--- config.mk ---
export PLATFORM = sky130hd
export DESIGN_NAME = cp0_exception_ctrl
export DESIGN_NICKNAME = d
export VERILOG_FILES = /design/src/rtl/cp0_pkg.sv /design/src/rtl/irq_pending_unit.sv /design/src/rtl/cp0_exception_ctrl.sv
export SDC_FILE = /design/constraint.sdc
export NUM_CORES = 1
export LEC_CHECK = 0
export ABC_AREA = 1
export BUFFER_PORTS_ARGS = -buffer_cell sky130_fd_sc_hd__buf_2
export CAP_MARGIN = 20
export CORE_MARGIN = 8
export CORE_UTILIZATION = 54
export DETAILED_ROUTE_END_ITERATION = 8
export GPL_TIMING_DRIVEN = 0
export PLACE_DENSITY_LB_ADDON = 0.05
export SKIP_CTS_REPAIR_TIMING = 1
export SYNTH_ARGS = -nofsm -noshare
export SYNTH_HDL_FRONTEND = slang
export SYNTH_SLANG_ARGS = --single-unit
--- constraint.sdc ---
create_clock -name Clock -period 4.3 [get_ports Clock]
set_input_delay 0.215 -clock Clock [delete_from_list [all_inputs] [get_ports Clock]]
set_output_delay 0.215 -clock Clock [all_outputs]
set_load 0.02 [all_outputs]
--- src/rtl/cp0_pkg.sv ---
// Shared types and constants for the CP0 exception/EPC controller.
package cp0_pkg;

  typedef enum logic [2:0] {
    IDLE    = 3'd0,
    SAVE    = 3'd1,
    VECTOR  = 3'd2,
    HANDLER = 3'd3,
    RESTORE = 3'd4,
    RETURN  = 3'd5
  } state_t;

  localparam int unsigned CAUSE_SYSCALL  = 0;
  localparam int unsigned CAUSE_IRQ_BASE = 1;

  localparam logic [31:0] HANDLER_BASE_DEFAULT = 32'h0000_0100;
  localparam int unsigned VEC_SHIFT_DEFAULT    = 4;

endpackage

--- src/rtl/irq_pending_unit.sv ---
// Interrupt edge detection, pending register with mask/clear, and a
// lowest-index-first priority encoder producing a cause code.
module irq_pending_unit
  import cp0_pkg::*;
#(
  parameter int unsigned NrOfIrq   = 4,
  parameter int unsigned CauseBits = 3
) (
  input  logic                 Clock,
  input  logic                 Reset,
  input  logic                 Tick,
  input  logic [NrOfIrq-1:0]   irq,
  input  logic [NrOfIrq-1:0]   irq_mask,
  input  logic [NrOfIrq-1:0]   irq_clr,
  input  logic                 ack,
  input  logic [CauseBits-1:0] ack_code,
  output logic                 irq_any,
  output logic [CauseBits-1:0] irq_code
);

  logic [NrOfIrq-1:0] irq_prev;
  logic [NrOfIrq-1:0] pending;
  logic [NrOfIrq-1:0] rise;
  logic [NrOfIrq-1:0] active;
  logic [NrOfIrq-1:0] ack_mask;

  always_comb begin
    rise     = irq & ~irq_prev;
    active   = pending & irq_mask;
    irq_any  = |active;
    ack_mask = '0;
    for (int unsigned i = 0; i < NrOfIrq; i++) begin
      if (ack && (ack_code == CauseBits'(i + CAUSE_IRQ_BASE)))
        ack_mask[i] = 1'b1;
    end
    // Scan from the top so the lowest active index is the last one written.
    irq_code = '0;
    for (int unsigned i = NrOfIrq; i >= 1; i--) begin
      if (active[i-1])
        irq_code = CauseBits'(i - 1 + CAUSE_IRQ_BASE);
    end
  end

  always_ff @(posedge Clock or posedge Reset) begin
    if (Reset) begin
      irq_prev <= '0;
      pending  <= '0;
    end else if (Tick) begin
      irq_prev <= irq;
      pending  <= (pending & ~irq_clr & ~ack_mask) | rise;
    end
  end

endmodule

--- src/rtl/cp0_exception_ctrl.sv ---
// CP0 exception entry/return sequencer driving the EPC register's D,
// ClockEnable and cs pins and redirecting fetch to handler / return PC.
module cp0_exception_ctrl
  import cp0_pkg::*;
#(
  parameter int unsigned NrOfIrq     = 4,
  parameter int unsigned AddrBits    = 32,
  parameter int unsigned CauseBits   = 3,
  parameter logic [AddrBits-1:0] HandlerBase = AddrBits'(HANDLER_BASE_DEFAULT),
  parameter int unsigned VecShift    = VEC_SHIFT_DEFAULT
) (
  input  logic                 Clock,
  input  logic                 Reset,
  input  logic                 Tick,
  input  logic [NrOfIrq-1:0]   irq,
  input  logic [NrOfIrq-1:0]   irq_mask,
  input  logic [NrOfIrq-1:0]   irq_clr,
  input  logic                 syscall,
  input  logic                 eret,
  input  logic [AddrBits-1:0]  pc_current,
  output logic [AddrBits-1:0]  epc_d,
  output logic                 epc_we,
  output logic                 epc_cs,
  input  logic [AddrBits-1:0]  epc_q,
  output logic                 redirect,
  output logic [AddrBits-1:0]  redirect_pc,
  output logic                 stall,
  output logic                 in_handler,
  output logic [CauseBits-1:0] cause
);

  state_t               state;
  logic                 irq_any;
  logic [CauseBits-1:0] irq_code;
  logic                 ack;

  assign ack = Tick && (state == IDLE) && !syscall && irq_any;

  irq_pending_unit #(
    .NrOfIrq   (NrOfIrq),
    .CauseBits (CauseBits)
  ) u_pending (
    .Clock    (Clock),
    .Reset    (Reset),
    .Tick     (Tick),
    .irq      (irq),
    .irq_mask (irq_mask),
    .irq_clr  (irq_clr),
    .ack      (ack),
    .ack_code (irq_code),
    .irq_any  (irq_any),
    .irq_code (irq_code)
  );

  // epc_d and redirect_pc double as the captured save/return PC registers:
  // they are loaded on entry to the state that presents them.
  always_ff @(posedge Clock or posedge Reset) begin
    if (Reset) begin
      state       <= IDLE;
      cause       <= '0;
      epc_d       <= '0;
      epc_we      <= 1'b0;
      epc_cs      <= 1'b0;
      redirect    <= 1'b0;
      redirect_pc <= '0;
      stall       <= 1'b0;
      in_handler  <= 1'b0;
    end else if (Tick) begin
      unique case (state)
        IDLE: begin
          if (syscall) begin
            cause  <= CauseBits'(CAUSE_SYSCALL);
            epc_d  <= pc_current + AddrBits'(4);
            epc_we <= 1'b1;
            stall  <= 1'b1;
            state  <= SAVE;
          end else if (irq_any) begin
            cause  <= irq_code;
            epc_d  <= pc_current;
            epc_we <= 1'b1;
            stall  <= 1'b1;
            state  <= SAVE;
          end
        end
        SAVE: begin
          epc_we      <= 1'b0;
          epc_d       <= '0;
          stall       <= 1'b0;
          redirect    <= 1'b1;
          redirect_pc <= HandlerBase + (AddrBits'(cause) << VecShift);
          state       <= VECTOR;
        end
        VECTOR: begin
          redirect    <= 1'b0;
          redirect_pc <= '0;
          in_handler  <= 1'b1;
          state       <= HANDLER;
        end
        HANDLER: begin
          if (eret) begin
            in_handler <= 1'b0;
            epc_cs     <= 1'b1;
            stall      <= 1'b1;
            state      <= RESTORE;
          end
        end
        RESTORE: begin
          epc_cs      <= 1'b0;
          stall       <= 1'b0;
          redirect    <= 1'b1;
          redirect_pc <= epc_q;
          state       <= RETURN;
        end
        RETURN: begin
          redirect    <= 1'b0;
          redirect_pc <= '0;
          state       <= IDLE;
        end
        default: state <= IDLE;
      endcase
    end
  end

endmodule

==> flow_summary.json, run 1 <==
{
  "drc": 0,
  "busiest_layer": "met2",
  "grt_use_total": 0.219,
  "cts_tree": "done",
  "synth_edf_count": 0,
  "start_kind": "flip-flop",
  "cts.sink_count": 83,
  "io_pins": 153,
  "met2_usage": 0.387,
  "ys_ff_latch": 83,
  "grt_pass1_vias": 4289,
  "antenna_found_initial": 0,
  "num_vias": 4316,
  "regArea_um2": 2080,
  "syn_to_final_growth_pct": 25.8,
  "worst_pin_slew_ns": 0.449,
  "finalHoldViolCount": 0,
  "use_met1": 0.249,
  "overflow": 0,
  "crit_buf_inv": 2,
  "outcome": "complete, no violations",
  "path_class": "flip-flop to flip-flop",
  "numPortBuffers": 151,
  "synth_cell_types": 32,
  "grt_pass1_wl_um": 20200,
  "drtIter0Drc": 171,
  "drive_gt1_frac": 0.266,
  "multiInputGateArea_um2": 1920,
  "cts-root-buf": "clkbuf_8",
  "cp.arrival_ns": 1.96,
  "layout_min_cycle_time_ns": 1.68,
  "vdd_ir_drop_max_mv": 0.255,
  "yosys-top-cells-area": "dfrtp_1, nand2_1, nand3_1, o21ai_1, inv_1",
  "die-area_um2": 11100,
  "power.total_w": 0.00305,
  "path_depth": 8,
  "crit_path_frequent_cell": "nand2_1",
  "die_h_um": 105,
  "yosys.area.top_type": "dfrtp_1",
  "avgSynthCellArea_um2": 7.46,
  "dieWidth_um": 105,
  "ys_seq_area_frac": 0.481,
  "n_fill_cell": 673,
  "hp-class": "input pin to flip-flop",
  "synth-async-reset-ratio": 1.00,
  "cpMaxStageDelayCell": "dfrtp_1",
  "grt_max_degree": 64,
  "synth-main-ff-cell": "dfrtp_1",
  "final-setup-viol-count": 0,
  "viasPerCell": 5.08,
  "antenna_left": 0,
  "cts_max_level": 3,
  "cts_buffer_depth": 2,
  "power_density_nw_per_um2": 562,
  "max_freq_ghz": 0.595,
  "clock_skew_ns": 0.0109,
  "fin_crit_sh": 0.391,
  "postSynthCellCount": 579,
  "endpoint_kind": "flip-flop",
  "fin_setup_tns_ns": 0,
  "cts_inserted_buffers": 9,
  "drv_cap": 0,
  "fin_nets": 825,
  "wl_per_cell_um": 14.2,
  "crit_chain": "nor2_2 -> nand2_1 -> inv_2 -> nand2_1 -> nor2_4 -> buf_2 -> nand3_1 -> nand2_1",
  "core-area_um2": 7730,
  "syn_area_um2": 4320,
  "crit_fanout": 10,
  "synth_top_area_share": 0.481,
  "hpwl_um": 9490,
  "hold_depth": 3,
  "clk_pin_slew_ns": 0.08,
  "worstPathRequired_ns": 4.58,
  "finalMaxSlewViolations": 0,
  "start_util": 0.559,
  "synth_nets": 661,
  "gr-usage-met3": 0.0536,
  "clkLatencyLatePin_ns": 0.35,
  "crit_path_max_incr_delay_ns": 0.45,
  "drt_pass1_iterations": 7,
  "rr_worst_depth": 8,
  "ys.warnings.count": 0,
  "cpLargestDelayFamily": "simple AND/OR/NAND/NOR gates",
  "globalplace.congestion": 0.915,
  "rsz0062_at_grt": "false",
  "rows": 32,
  "p_leak_nw": 2.94,
  "relSlewSlack": 0.699,
  "antennaDiodeCount": 0,
  "drt-total-wl_um": 12100
}
[cell usage after synthesis, types with 2 or more instances]
cell and instances:
a21boi_0 2, a21oi_1 11, a31o_2 2, buf_2 5
buf_4 5, buf_6 5, clkbuf_1 3, dfrtp_1 83
inv_1 46, inv_2 6, nand2_1 215, nand3_1 50
nand3b_1 2, nand4_1 10, nor2_1 46, nor2_2 2
nor2_4 3, nor3_1 3, nor3_2 2, o21ai_0 18
o21ai_1 44, xnor2_1 3, xor2_1 4
[metal layers]
| layer | part of all wire | wire length, um |
|---|---|---|
| met4 | 0.018 | 223 |
| met5 | 0 | 0 |
| met1 | 0.42 | 5050 |
| met3 | 0.066 | 797 |
| met2 | 0.50 | 6000 |
[report_power, final]
part / internal (W) / switching [W] / total [W]
logic: 0.000445 / 0.000878 / 0.00132
registers: 0.00103 / 0.000145 / 0.00117
clock network: 0.000282 / 0.000278 / 0.000560
[kinds of logic (layout without fill, tap and decap cells)]
kind of cell / Yosys count / count (layout) / synth area share
compound gates: 81 / 81 / 0.0988
simple gates: 336 / 336 / 0.326
flops: 83 / 83 / 0.481
buf+inv: 70 / 238 / 0.0753
fa+ha+maj: 1 / 1 / 0.00290
mux: 1 / 1 / 0.00232
xor+xnor: 7 / 7 / 0.0142
[worst register-to-register path: stages, from the launching register on]
cell and delay, ns:
dfrtp_1 0.45, nor2_2 0.16, nand2_1 0.10, inv_2 0.07, nand2_1 0.08, nor2_4 0.27, buf_2 0.30, nand3_1 0.11
nand2_1 0.07
[state kept, by name (all words and copies together), names as in the netlist]
register,flops
cause,3
epc_we,1
u_pending.pending,4
stall,1
epc_cs,1
redirect_pc,32
u_pending.irq_prev,4
in_handler,1
redirect,1
epc_d,32
state,3
[area by class of cell]
cell class	instances	area share
multi-input cells	426	0.353
plain buffers	18	0.0239
inverters	52	0.0364
well taps	102	0.0235
clock inverters	4	0.00944
clock buffers	11	0.0260
flip-flops and latches	83	0.382
repair buffers	153	0.146
[per-stage QoR]
stage / setup WS, ns / instance area (um2) / util / hold slack [ns] / std cells
global placement: 1.00 / 5200 / 0.673 / 0.419 / 832
global route: 2.48 / 5440 / 0.704 / 0.0692 / 849
CTS: 2.63 / 5430 / 0.702 / -0.186 / 848
floorplan: 1.95 / 4320 / - / 0.332 / 579
finish: 2.62 / 5440 / 0.704 / 0.0660 / 849
detailed placement: 2.66 / 5230 / 0.677 / 0.196 / 833
[placed cells by master, fill, tap and decap left out, types with 6 or more instances in the layout]
cell type	n
inv_1	45
dfrtp_1	83
nand3_1	50
nor2_1	46
a21oi_1	11
inv_2	6
nand4_1	10
o21ai_0	18
o21ai_1	44
buf_2	156
clkbuf_8	10
nand2_1	215
[path summary, 6_finish.rpt]
path	slack [ns]	from	to
worst max-delay path	2.62	state[0]	epc_d[14]
worst min-delay path	0.07	pc_current[1]	epc_d[1]
worst max register to register	2.62	state[0]	epc_d[14]
worst min register to register	0.47	epc_d[1]	epc_d[1]
max in group asynchronous	3.34	Reset	redirect_pc[26]
min in group asynchronous	0.37	Reset	epc_d[9]
No activity file was read; power rests on OpenSTA's default activity.
==> run 2, diff against run 1 <==
CORE_UTILIZATION = 50   (was 54)
clock period = 1.7 ns   (was 4.3 ns; I/O delays follow)
==> run 2 against run 1 <==
Effect of this change: sequential power rose to 2.5 times the previous value; core utilization decreased by 1.3 points; design area is 8.6% higher; sequential share of layout area is 3.0 points lower.
==> flow_summary.json, run 2 (same netlist as run 1, synthesis figures left out) <==
{
  "outcome": "complete, no violations",
  "met3WireLength_um": 960,
  "syn_to_final_growth_pct": 36.7,
  "dieWidth_um": 109,
  "drt-total-wl_um": 12700,
  "layout_min_cycle_time_ns": 1.58,
  "clock_skew_ns": 0.00972,
  "final_cell_mix": "nand2_1, buf_2, dfrtp_1",
  "reg2reg_slack_ns": 0.12,
  "wl_per_cell_um": 14.1,
  "final_common_cell": "nand2_1",
  "crit_path_frequent_cell": "nand2_1",
  "wl_met2_um": 6360,
  "path_class": "flip-flop to flip-flop",
  "core-area_um2": 8550,
  "antenna_found_initial": 0,
  "cts_buffer_depth": 2,
  "drv_cap": 0,
  "cpMaxStageDelayCell": "dfrtp_1",
  "drtIter0Drc": 172,
  "overflow": 0,
  "dr.max_layer_used": "met4",
  "grt_max_degree": 44,
  "final-setup-viol-count": 0,
  "crit_chain": "inv_2 -> nand2_1 -> inv_2 -> nand2_1 -> nor2_4 -> clkbuf_4 -> nand3b_1 -> nand2_1",
  "cts_max_level": 3,
  "clk_pin_slew_ns": 0.09,
  "crit_fanout": 10,
  "wl_met1_um": 5150,
  "pre_cts_ws_ns": 0.0493,
  "cts_inserted_buffers": 9,
  "clkLatencyLatePin_ns": 0.36,
  "cpLargestDelayFamily": "simple AND/OR/NAND/NOR gates",
  "globalplace.congestion": 0.892,
  "crit_path_max_incr_delay_ns": 0.41,
  "io_pins": 153,
  "numPortBuffers": 151,
  "cts_tree": "done",
  "cts.sink_count": 83,
  "vdd_ir_drop_max_mv": 0.627,
  "worst_slack_ns": 0.118,
  "start_kind": "flip-flop",
  "fin_nets": 868,
  "num_vias": 4450,
  "hp-class": "input pin to flip-flop",
  "p_leak_nw": 3.14,
  "grt_use_total": 0.204,
  "drt_pass1_iterations": 4,
  "placed_area_um2": 5240,
  "largest_registers": "epc_d x32, redirect_pc x32",
  "cts-root-buf": "clkbuf_8",
  "crit_buf_inv": 3,
  "cp.arrival_ns": 1.87,
  "endpoint_kind": "flip-flop",
  "worst_pin_slew_ns": 0.916,
  "fin_crit_sh": 0.931,
  "antenna_left": 0,
  "drive_gt1_frac": 0.267,
  "viasPerCell": 4.94,
  "max_freq_ghz": 0.632,
  "power_density_nw_per_um2": 1370,
  "worstPathRequired_ns": 1.99,
  "drc": 0,
  "finalHoldViolCount": 0,
  "whs_ns": 0.00409,
  "rows": 34,
  "relSlewSlack": 0.388,
  "grt_pass1_vias": 4223,
  "grt_pass1_wl_um": 19400,
  "die_h_um": 109,
  "hpwl_um": 9430,
  "fin_util": 0.691,
  "finalMaxSlewViolations": 0,
  "stdcell_area_um2": 5910,
  "start_util": 0.505,
  "die-area_um2": 11900
}
[run 2: cell types whose count changed in the layout (fill, tap and decap cells not counted), sizes merged]
cell	delta
dlygate4sd3	+36
buf	+6
inv	+2
bufinv	+1
clkbuf	-1
clkinv	-1
clkinvlp	+1
diode	+1
[run 2: power breakdown]
group | total, W | internal (W) | switching, W
sequential | 0.00296 | 0.00260 | 0.000365
combinational | 0.00353 | 0.00126 | 0.00227
clock | 0.00161 | 0.000840 | 0.000765
total | 0.00810 | 0.00470 | 0.00340
[run 2: metal layers]
metal	vias up	GRT usage
met2	122	0.350
met5	-	0
li1	2277	-
met1	2030	0.239
met4	0	0.0645
met3	21	0.0621
[run 2: cell type report]
cell class,count,area (um2)
clock buffers,9,124
plain buffers,18,133
repair buffers,196,1200
inverters,52,199
well taps,108,135
clock inverters,7,98.8
multi-input cells,426,1940
fillers,734,2650
flip-flops and latches,83,2080
diodes,1,2.50
[run 2: tightest hold or removal path: stages]
cell     delay, ns
buf_2         0.08
nor2_1        0.03
o21ai_0       0.07
a21oi_1       0.06
[run 2: worst paths after layout]
path | from | end | depth (start not counted)
setup / recovery | state[2] | epc_d[8] | 8
hold / removal | irq_clr[1] | u_pending.pending[1] | 4
setup reg to reg | state[2] | epc_d[8] | 8
hold reg to reg | epc_d[0] | epc_d[0] | 2
max in group asynchronous | Reset | epc_d[23] | 4
min in group asynchronous | Reset | u_pending.irq_prev[1] | 3
[run 2: metrics by stage]
step	power [W]	cells	TNS [ns]
2_1_floorplan	0.00516	579	0
3_3_place_gp	0.00627	838	0
3_5_place_dp	0.00635	839	0
4_1_cts	0.00798	855	0
5_1_grt	0.00865	899	-0.0130
6_report	0.00810	900	0
